**src/rtl/tcp_tx_rt_sched.sv**
```systemverilog
// TX retransmit scheduler: per-flow RT timers plus dup-ack fast retransmit, one request at a time.
// Optional exponential backoff of the timeout is enabled by defining RT_BACKOFF_EN.
module tcp_tx_rt_sched #(
    parameter int unsigned MAX_FLOW_CNT      = 8,
    parameter int unsigned FLOWID_W          = 3,
    parameter int unsigned TIMESTAMP_W       = 64,
    parameter int unsigned RT_TIMEOUT_CYCLES = 250000000,
    parameter int unsigned DUP_ACK_CNT_W     = 4,
    parameter int unsigned DUP_ACK_RT        = 3,
    parameter int unsigned ACK_NUM_W         = 32
) (
    input  logic                     clk,
    input  logic                     rst,
    input  logic                     arm_val,
    input  logic [FLOWID_W-1:0]      arm_flowid,
    input  logic                     ack_val,
    input  logic [FLOWID_W-1:0]      ack_flowid,
    input  logic [ACK_NUM_W-1:0]     ack_num,
    input  logic [DUP_ACK_CNT_W-1:0] ack_dup_cnt,
    input  logic                     ack_all_acked,
    output logic                     rt_req_val,
    output logic [FLOWID_W-1:0]      rt_req_flowid,
    output logic [ACK_NUM_W-1:0]     rt_req_seq,
    output logic                     rt_req_fast,
    input  logic                     rt_req_rdy,
    output logic [TIMESTAMP_W-1:0]   curr_time
);
    typedef enum logic {IDLE, REQ} state_t;

    localparam logic [DUP_ACK_CNT_W-1:0] DUP_RT = DUP_ACK_CNT_W'(DUP_ACK_RT);

    state_t                  state;
    logic [MAX_FLOW_CNT-1:0] armed, pending, pend_fast, fast_done;
    logic [TIMESTAMP_W-1:0]  deadline [MAX_FLOW_CNT];
    logic [ACK_NUM_W-1:0]    last_ack [MAX_FLOW_CNT];
    logic [FLOWID_W-1:0]     scan_ptr, rr_ptr;
    logic                    sel_found;
    logic [FLOWID_W-1:0]     sel_flow, sel_idx;
    logic                    ack_adv, ack_presented, ack_clear_same_arm, scan_blocked;
    logic [2:0]              arm_shift, hs_shift;
`ifdef RT_BACKOFF_EN
    logic [2:0]              shift [MAX_FLOW_CNT];
`endif

    function automatic logic [TIMESTAMP_W-1:0] tmo(input logic [2:0] sh);
        return TIMESTAMP_W'(RT_TIMEOUT_CYCLES) << sh;
    endfunction

    // Lowest pending flow at or after rr_ptr, wrapping.
    always_comb begin
        sel_found = 1'b0;
        sel_flow  = '0;
        sel_idx   = '0;
        for (int unsigned i = 0; i < MAX_FLOW_CNT; i++) begin
            sel_idx = rr_ptr + FLOWID_W'(i);
            if (!sel_found && pending[sel_idx]) begin
                sel_found = 1'b1;
                sel_flow  = sel_idx;
            end
        end
    end

    always_comb begin
        ack_adv            = ack_num != last_ack[ack_flowid];
        ack_presented      = (state == REQ) && (rt_req_flowid == ack_flowid);
        ack_clear_same_arm = ack_val && ack_all_acked && (ack_flowid == arm_flowid);
        scan_blocked       = ack_val && (ack_flowid == scan_ptr) && (ack_all_acked || ack_adv);
`ifdef RT_BACKOFF_EN
        arm_shift = ack_clear_same_arm ? 3'd0 : shift[arm_flowid];
        hs_shift  = rt_req_fast ? shift[rt_req_flowid]
                  : (shift[rt_req_flowid] == 3'd6) ? 3'd6 : shift[rt_req_flowid] + 3'd1;
`else
        arm_shift = 3'd0;
        hs_shift  = 3'd0;
`endif
    end

    // Update order within a cycle: scan, then handshake, then ack, then arm; later writes win.
    always_ff @(posedge clk or posedge rst) begin
        if (rst) begin
            state         <= IDLE;
            rt_req_val    <= 1'b0;
            rt_req_flowid <= '0;
            rt_req_seq    <= '0;
            rt_req_fast   <= 1'b0;
            curr_time     <= '0;
            scan_ptr      <= '0;
            rr_ptr        <= '0;
            armed         <= '0;
            pending       <= '0;
            pend_fast     <= '0;
            fast_done     <= '0;
            deadline      <= '{default: '0};
            last_ack      <= '{default: '0};
`ifdef RT_BACKOFF_EN
            shift         <= '{default: '0};
`endif
        end else begin
            curr_time <= curr_time + TIMESTAMP_W'(1);
            scan_ptr  <= scan_ptr + FLOWID_W'(1);

            if (armed[scan_ptr] && !pending[scan_ptr] && !scan_blocked &&
                curr_time >= deadline[scan_ptr]) begin
                pending[scan_ptr]   <= 1'b1;
                pend_fast[scan_ptr] <= 1'b0;
            end

            case (state)
                IDLE: begin
                    if (sel_found) begin
                        rt_req_val    <= 1'b1;
                        rt_req_flowid <= sel_flow;
                        rt_req_seq    <= last_ack[sel_flow];
                        rt_req_fast   <= pend_fast[sel_flow];
                        state         <= REQ;
                    end
                end
                REQ: begin
                    if (rt_req_rdy) begin
                        rt_req_val              <= 1'b0;
                        pending[rt_req_flowid]  <= 1'b0;
                        deadline[rt_req_flowid] <= curr_time + tmo(hs_shift);
                        rr_ptr                  <= rt_req_flowid + FLOWID_W'(1);
                        state                   <= IDLE;
`ifdef RT_BACKOFF_EN
                        shift[rt_req_flowid]    <= hs_shift;
`endif
                    end
                end
                default: state <= IDLE;
            endcase

            if (ack_val) begin
                if (ack_all_acked) begin
                    armed[ack_flowid] <= 1'b0;
                    if (!ack_presented) begin
                        pending[ack_flowid]   <= 1'b0;
                        fast_done[ack_flowid] <= 1'b0;
                    end
`ifdef RT_BACKOFF_EN
                    shift[ack_flowid] <= 3'd0;
`endif
                end
                if (ack_adv) begin
                    last_ack[ack_flowid]  <= ack_num;
                    deadline[ack_flowid]  <= curr_time + tmo(3'd0);
                    fast_done[ack_flowid] <= 1'b0;
`ifdef RT_BACKOFF_EN
                    shift[ack_flowid]     <= 3'd0;
`endif
                end
                // An advancing ack re-opens fast RT in the same cycle it arrives.
                if (!ack_all_acked && ack_dup_cnt == DUP_RT &&
                    (ack_adv || !fast_done[ack_flowid])) begin
                    pending[ack_flowid]   <= 1'b1;
                    pend_fast[ack_flowid] <= 1'b1;
                    fast_done[ack_flowid] <= 1'b1;
                end
            end

            if (arm_val && !(armed[arm_flowid] && !ack_clear_same_arm)) begin
                armed[arm_flowid]    <= 1'b1;
                deadline[arm_flowid] <= curr_time + tmo(arm_shift);
            end
        end
    end
endmodule
```
**config.mk**
```make
export PLATFORM = sky130hd
export DESIGN_NAME = tcp_tx_rt_sched
export DESIGN_NICKNAME = d
export VERILOG_FILES = /design/src/rtl/tcp_tx_rt_sched.sv
export SDC_FILE = /design/constraint.sdc
export NUM_CORES = 2
export LEC_CHECK = 0
export ABC_CLOCK_PERIOD_IN_PS = 34300
export BUFFER_PORTS_ARGS = -buffer_cell sky130_fd_sc_hd__buf_2
export CAP_MARGIN = 25
export CORE_MARGIN = 4
export CORE_UTILIZATION = 60
export CTS_BUF_LIST = sky130_fd_sc_hd__clkbuf_8
export CTS_CLUSTER_DIAMETER = 200
export CTS_CLUSTER_SIZE = 30
export DETAILED_ROUTE_END_ITERATION = 16
export PLACE_DENSITY = 0.77
export SLEW_MARGIN = 20
export SYNTH_ARGS = -nofsm -noshare
export SYNTH_HDL_FRONTEND = slang
export SYNTH_SLANG_ARGS = --single-unit
```
**constraint.sdc**
```tcl
create_clock -name clk -period 34.3 [get_ports clk]
set_clock_uncertainty 0.2 [all_clocks]
set_input_delay 3.43 -clock clk [delete_from_list [all_inputs] [get_ports clk]]
set_output_delay 3.43 -clock clk [all_outputs]
set_load 0.03 [all_outputs]
```
After elaboration in Yosys (flattened, before gate mapping)
Cells that the tools add are included.
{ "totals": {"output_inout_bits": 101, "inputBits": 48, "register_bits": 908, "wordCells": 239} }
{ "op_classes": {"n_reduce_logical": 45, "add_sub_neg": 11, "bitwise": 20, "muxes": 102, "order_cmp": 26, "n_eq_ne": 7} }
{ "op_table": {"columns": ["operator", "n"], "rows": [
  ["$mux 512", 5],
  ["$bwmux 512", 3],
  ["$demux 64 s3", 3],
  ["$mux 64", 5],
  ["$bwmux 256", 1],
  ["$bmux 32 s3", 2],
  ["$bmux 64 s3", 1],
  ["$mux 32", 5],
  ["$mux 8", 20],
  ["$demux 32 s3", 1],
  ["$add 64x1->64 const B", 1],
  ["$add 64x28->64 const B", 1],
  ["$ge 64x64->1", 1],
  ["$lt 3x4->1 const B", 13],
  ["$and 8x8->8", 6],
  ["$or 8x8->8", 5],
  ["$bmux 1 s3", 13],
  ["$ne 32x32->1", 1],
  ["$mux 1", 29],
  ["$logic_and 1x1->1", 26],
  ["$mux 3", 8],
  ["$not 8->8", 3],
  ["$ge 4x4->1 const B", 5],
  ["$not 3->4", 5],
  ["14 further kinds", 48]
]} }

Depth between registers and ports, before layout
{ "logic_depth": {"ltp_word": 28, "depth_mapped": 20, "ltp_nobuf": 15} }

Least setup slack after synthesis
No wires, ideal clock.
{ "synth_path": {"path_kind": "input port to flip-flop", "startpoint": "input port ack_flowid[1]", "endpoint": "register deadline[156] in the netlist's numbering", "setup_slack_ns": 27.102, "path_buffers": 4, "required_time_ns": 33.975, "setup_ns": 0.125, "arrival_time_ns": 6.873, "path_stages": 13, "path_cell_list": "buf_2 -> mux4_2 -> mux2i_1 -> xor2_1 -> nand4_1 -> or4_1 -> or4_4 -> or3_4 -> buf_6 -> a21oi_2 -> buf_4 -> buf_4 -> mux2_2"} }
{ "synth_via": {"elab_chain_cells": 10, "elab_cells_between_ends": 21, "classes_between": "2 x order compare; 2 x eq/ne; 10 x mux; 1 x bitwise; 6 x reduce/logical"} }
{ "synth_rtl": {"columns": ["item", "line_no", "text"], "rows": [
  ["from (decl)", "17", "input logic [FLOWID_W-1:0] ack_flowid,"],
  ["$not 3->4 (implied by the code)", "64, 146", null],
  ["$ge 4x4->1 (implied by the code) or $lt 4x1->1 (tied branches)", "146", "deadline[ack_flowid] <= curr_time + tmo(3'd0);"],
  ["$logic_and 1x1->1 (implied by the code)", "146", null],
  ["$mux 64 (implied by the code)", "146", null],
  ["$demux 64 s3", "146", null],
  ["$bwmux 512", "146", null],
  ["$mux 512", "144", "if (ack_adv) begin"],
  ["$mux 512", "133", "if (ack_val) begin"],
  ["$bwmux 512", "163", "deadline[arm_flowid] <= curr_time + tmo(arm_shift);"],
  ["$mux 512 *", "161", "if (arm_val && !(armed[arm_flowid] && !ack_clear_same_arm)) begin"],
  ["to (signal, indexed assignment)", "122", "deadline[rt_req_flowid] <= curr_time + tmo(hs_shift);"],
  ["to (signal, indexed assignment)", "146", null],
  ["to (signal, indexed assignment)", "163", null],
  ["to (decl)", "34", "logic [TIMESTAMP_W-1:0] deadline [MAX_FLOW_CNT];"]
]} }
Mark *: on every way between the ends. The rest lies on a longest branch, timed or not. The select of a mux whose other input is x is not followed.
A chain may end at the register's enable or synchronous reset.

Worst setup path in the final report
{ "layout_path": {"startpoint": "input port ack_flowid[2]", "endpoint": "register deadline[459] in the netlist's numbering"} }
Same word-level chain as after synthesis.

==> reports/qor.yml <==
status: "complete, no violations"
setup.worst_path.start_class: "input port"
powerDensity_nw_per_um2: 56.8
dpl.cell_count: 4395
path_cells: "buf_4 -> buf_4 -> mux4_2 -> mux2i_1 -> xor2_1 -> nand4_1 -> or4_1 -> or4_4 -> or3_4 -> nand3_4 -> nand3_4 -> buf_4 -> mux2_4"
r2r-end: "rt_req_seq[23]$_DFFE_PP0P_"
initial_core_util_pct: 60.9
first_pass_iters: 6
cap_violations: 0
yosysWarnings: 0
num_rows: 100
synth_flop_cell: "dfrtp_1"
netlist_area_um2: 45600
final_common_cell: "dfrtp_1"
synth_cell_types: 77
place_ws_ps: 24170
utilization_pct: 63.4
cts_tree: "yes"
drtAntennaViolNets: 0
max_stage_delay_ps: 740
path_clk_slew_ps: 170
grt_overflow: 0
rsz0062_at_grt: "no"
total_power_mw: 2.69
final_cell_count_no_fill: 4440
rr_startpoint: "rr_ptr[1]$_DFFE_PP0P_"
hold_path_startpoint: "pend_fast[0]$_DFF_PP0_"
finalSetupViolCount: 0
hold_path.class: "reg2reg"
cts_resized: 0
power.leakage_nw: 20.9
cts_buffers: 36
cp.arrival_ps: 9910
worstPathMaxFanout: 48
clock_sinks: 908
area_growth_pct: 4.06
syn_nets: 3624
yosys.area.top_type_share_pct: 49.9
synth.top_cells.by_area: "dfrtp_1 (50%), mux2_2 (17%), mux4_2 (5.5%)"
final_cell_mix: "dfrtp_1 (908), mux2_2 (702), a22oi_1 (203)"
max_slew_margin_pct: 27.5
fin_setup_tns_ps: 0
die_w_um: 284
die_area_um2: 80400
final_area_um2: 47400
grt_pass1_vias: 31700
fin_ws_ps: 24790
synth_top_area_cell: "dfrtp_1"
fin_crit_ps: 9510
vdd_drop_max_uv: 75.3
seq_area_frac_synth_pct: 49.9
antenna_found_initial: 4
drc: 0
place_congestion: 0.936
synth_seq_cells: 908
die_height_um: 284
cts_hold_buf: 0
layout.nets: 3584
first_iter_violations: 3126
critPathKind: "in2reg"
holdPathEnd: "pend_fast[0]$_DFF_PP0_"
finalHoldViolCount: 0
grt.total_usage_pct: 29.3
critPathMostFrequentCell: "buf_4"
fmax_mhz: 105
grt_max_degree: 175
hpwl_um: 74800
drive_gt1_share_pct: 33.2
core_area_um2: 74800
cts_max_path_buffers: 3
holdWs_ps: 304
synth-edff-count: 0
htree_levels: 2
cts-root-buf: "clkbuf_8"
met3_usage_pct: 5.00
hold_path_depth: 1
place_area_um2: 46800
end_kind: "flip-flop"
num_io_pins: 149
drt-vias-per-instance: 6.81
insertion_delay_ps: 730
cp.required_ps: 34710
fin_crit_sh_pct: 27.7
io_buffers: 148
wl_per_cell_um: 26.7
met1_usage_pct: 41.4
synthCells: 3506
use_met2_pct: 47.2
slew_violations: 0
reg2reg_slack_ps: 27760
vias: 30200
busiest_layer: "met2"
routed_wl_um: 119000
avgSynthCellArea_um2: 13.0
tightestPinTransition_ps: 1090
slowest_stage: "nand3_4"
grt_pass1_wl_um: 187000
async_reset_ff_share_pct: 100
reg2reg_depth: 13
post-cts-setup-buffers: 0
kinds of logic (layout without fill, tap and decap cells):
| group | Yosys count | count (layout) | share of synthesized area, % |
|---|---|---|---|
| other cells | 0 | 3 | 0 |
| buf+inv | 304 | 266 | 2.98 |
| simple gates | 531 | 531 | 6.12 |
| compound gates | 556 | 556 | 8.85 |
| mux | 978 | 978 | 27.2 |
| fa+ha+maj | 70 | 70 | 1.92 |
| xor+xnor | 159 | 159 | 3.06 |
| flops | 908 | 908 | 49.9 |
layout make-up:
class / instances / area [µm²]
Multi-Input combinational cell: 2294 / 21600
Fill cell: 5582 / 27400
Antenna cell: 3 / 7.51
Sequential cell: 908 / 22700
Tap cell: 969 / 1210
Timing Repair Buffer: 199 / 1170
Clock inverter: 3 / 45.0
Clock buffer: 37 / 509
Inverter: 27 / 109
worst max-delay path, delay by kind of cell:
family	cells	cell delay, ps
xor+xnor	1	400
buf+inv	3	1780
mux	3	1020
simple gates	6	3120
Yosys cell counts, drive strengths merged (12+ instances only):
cell and count:
dfrtp 908, mux2 784, a22oi 203, buf 142, clkbuf 135, nand2 128, nor2 118, mux4 112
xnor2 90, mux2i 82, a21oi 75, o21ai 73, ha 70, xor2 69, and3 57, nand3 52
a221oi 51, a22o 39, and4 39, nand4 39, inv 27, nor3 21, a21o 19, nand2b 17
and2 13, nor2b 13, o211ai 12
routing by layer:
layer | part of all wire (%) | vias to the layer above
li1 | - | 12900
met5 | 0.010 | -
met4 | 2.4 | 2
met2 | 48 | 1233
met3 | 7.8 | 207
met1 | 42 | 15800
power by group:
part           leakage (nW)  switching [mW]  internal [mW]
clock network         0.278           0.318          0.101
registers              11.4          0.0938           1.19
logic                  9.29           0.541          0.446
total                  20.9           0.953           1.74
state kept, by name (all words and copies together), names as in the netlist:
| register | cells |
|---|---|
| scan_ptr | 3 |
| fast_done | 8 |
| rt_req_val | 1 |
| rt_req_fast | 1 |
| curr_time | 64 |
| deadline | 512 |
| armed | 8 |
| rr_ptr | 3 |
| pending | 8 |
| state | 1 |
| last_ack | 256 |
| rt_req_seq | 32 |
| pend_fast | 8 |
| rt_req_flowid | 3 |
worst max-delay path by stage:
stage | startpoint | end | slack (ps) | depth (start not counted)
4_1_cts | ack_flowid[2] | deadline[459]$_DFF_PP0_ | 24940 | 13
3_5_place_dp | ack_flowid[2] | deadline[459]$_DFF_PP0_ | 24170 | 13
6_report | ack_flowid[2] | deadline[459]$_DFF_PP0_ | 24790 | 13
5_1_grt | ack_flowid[2] | deadline[458]$_DFF_PP0_ | 24700 | 13
3_3_place_gp | ack_flowid[0] | deadline[465]$_DFF_PP0_ | 24320 | 13
2_1_floorplan | rst | armed[0]$_DFF_PP0_ | 5140 | 1
No activity file was read; power rests on OpenSTA's default activity.
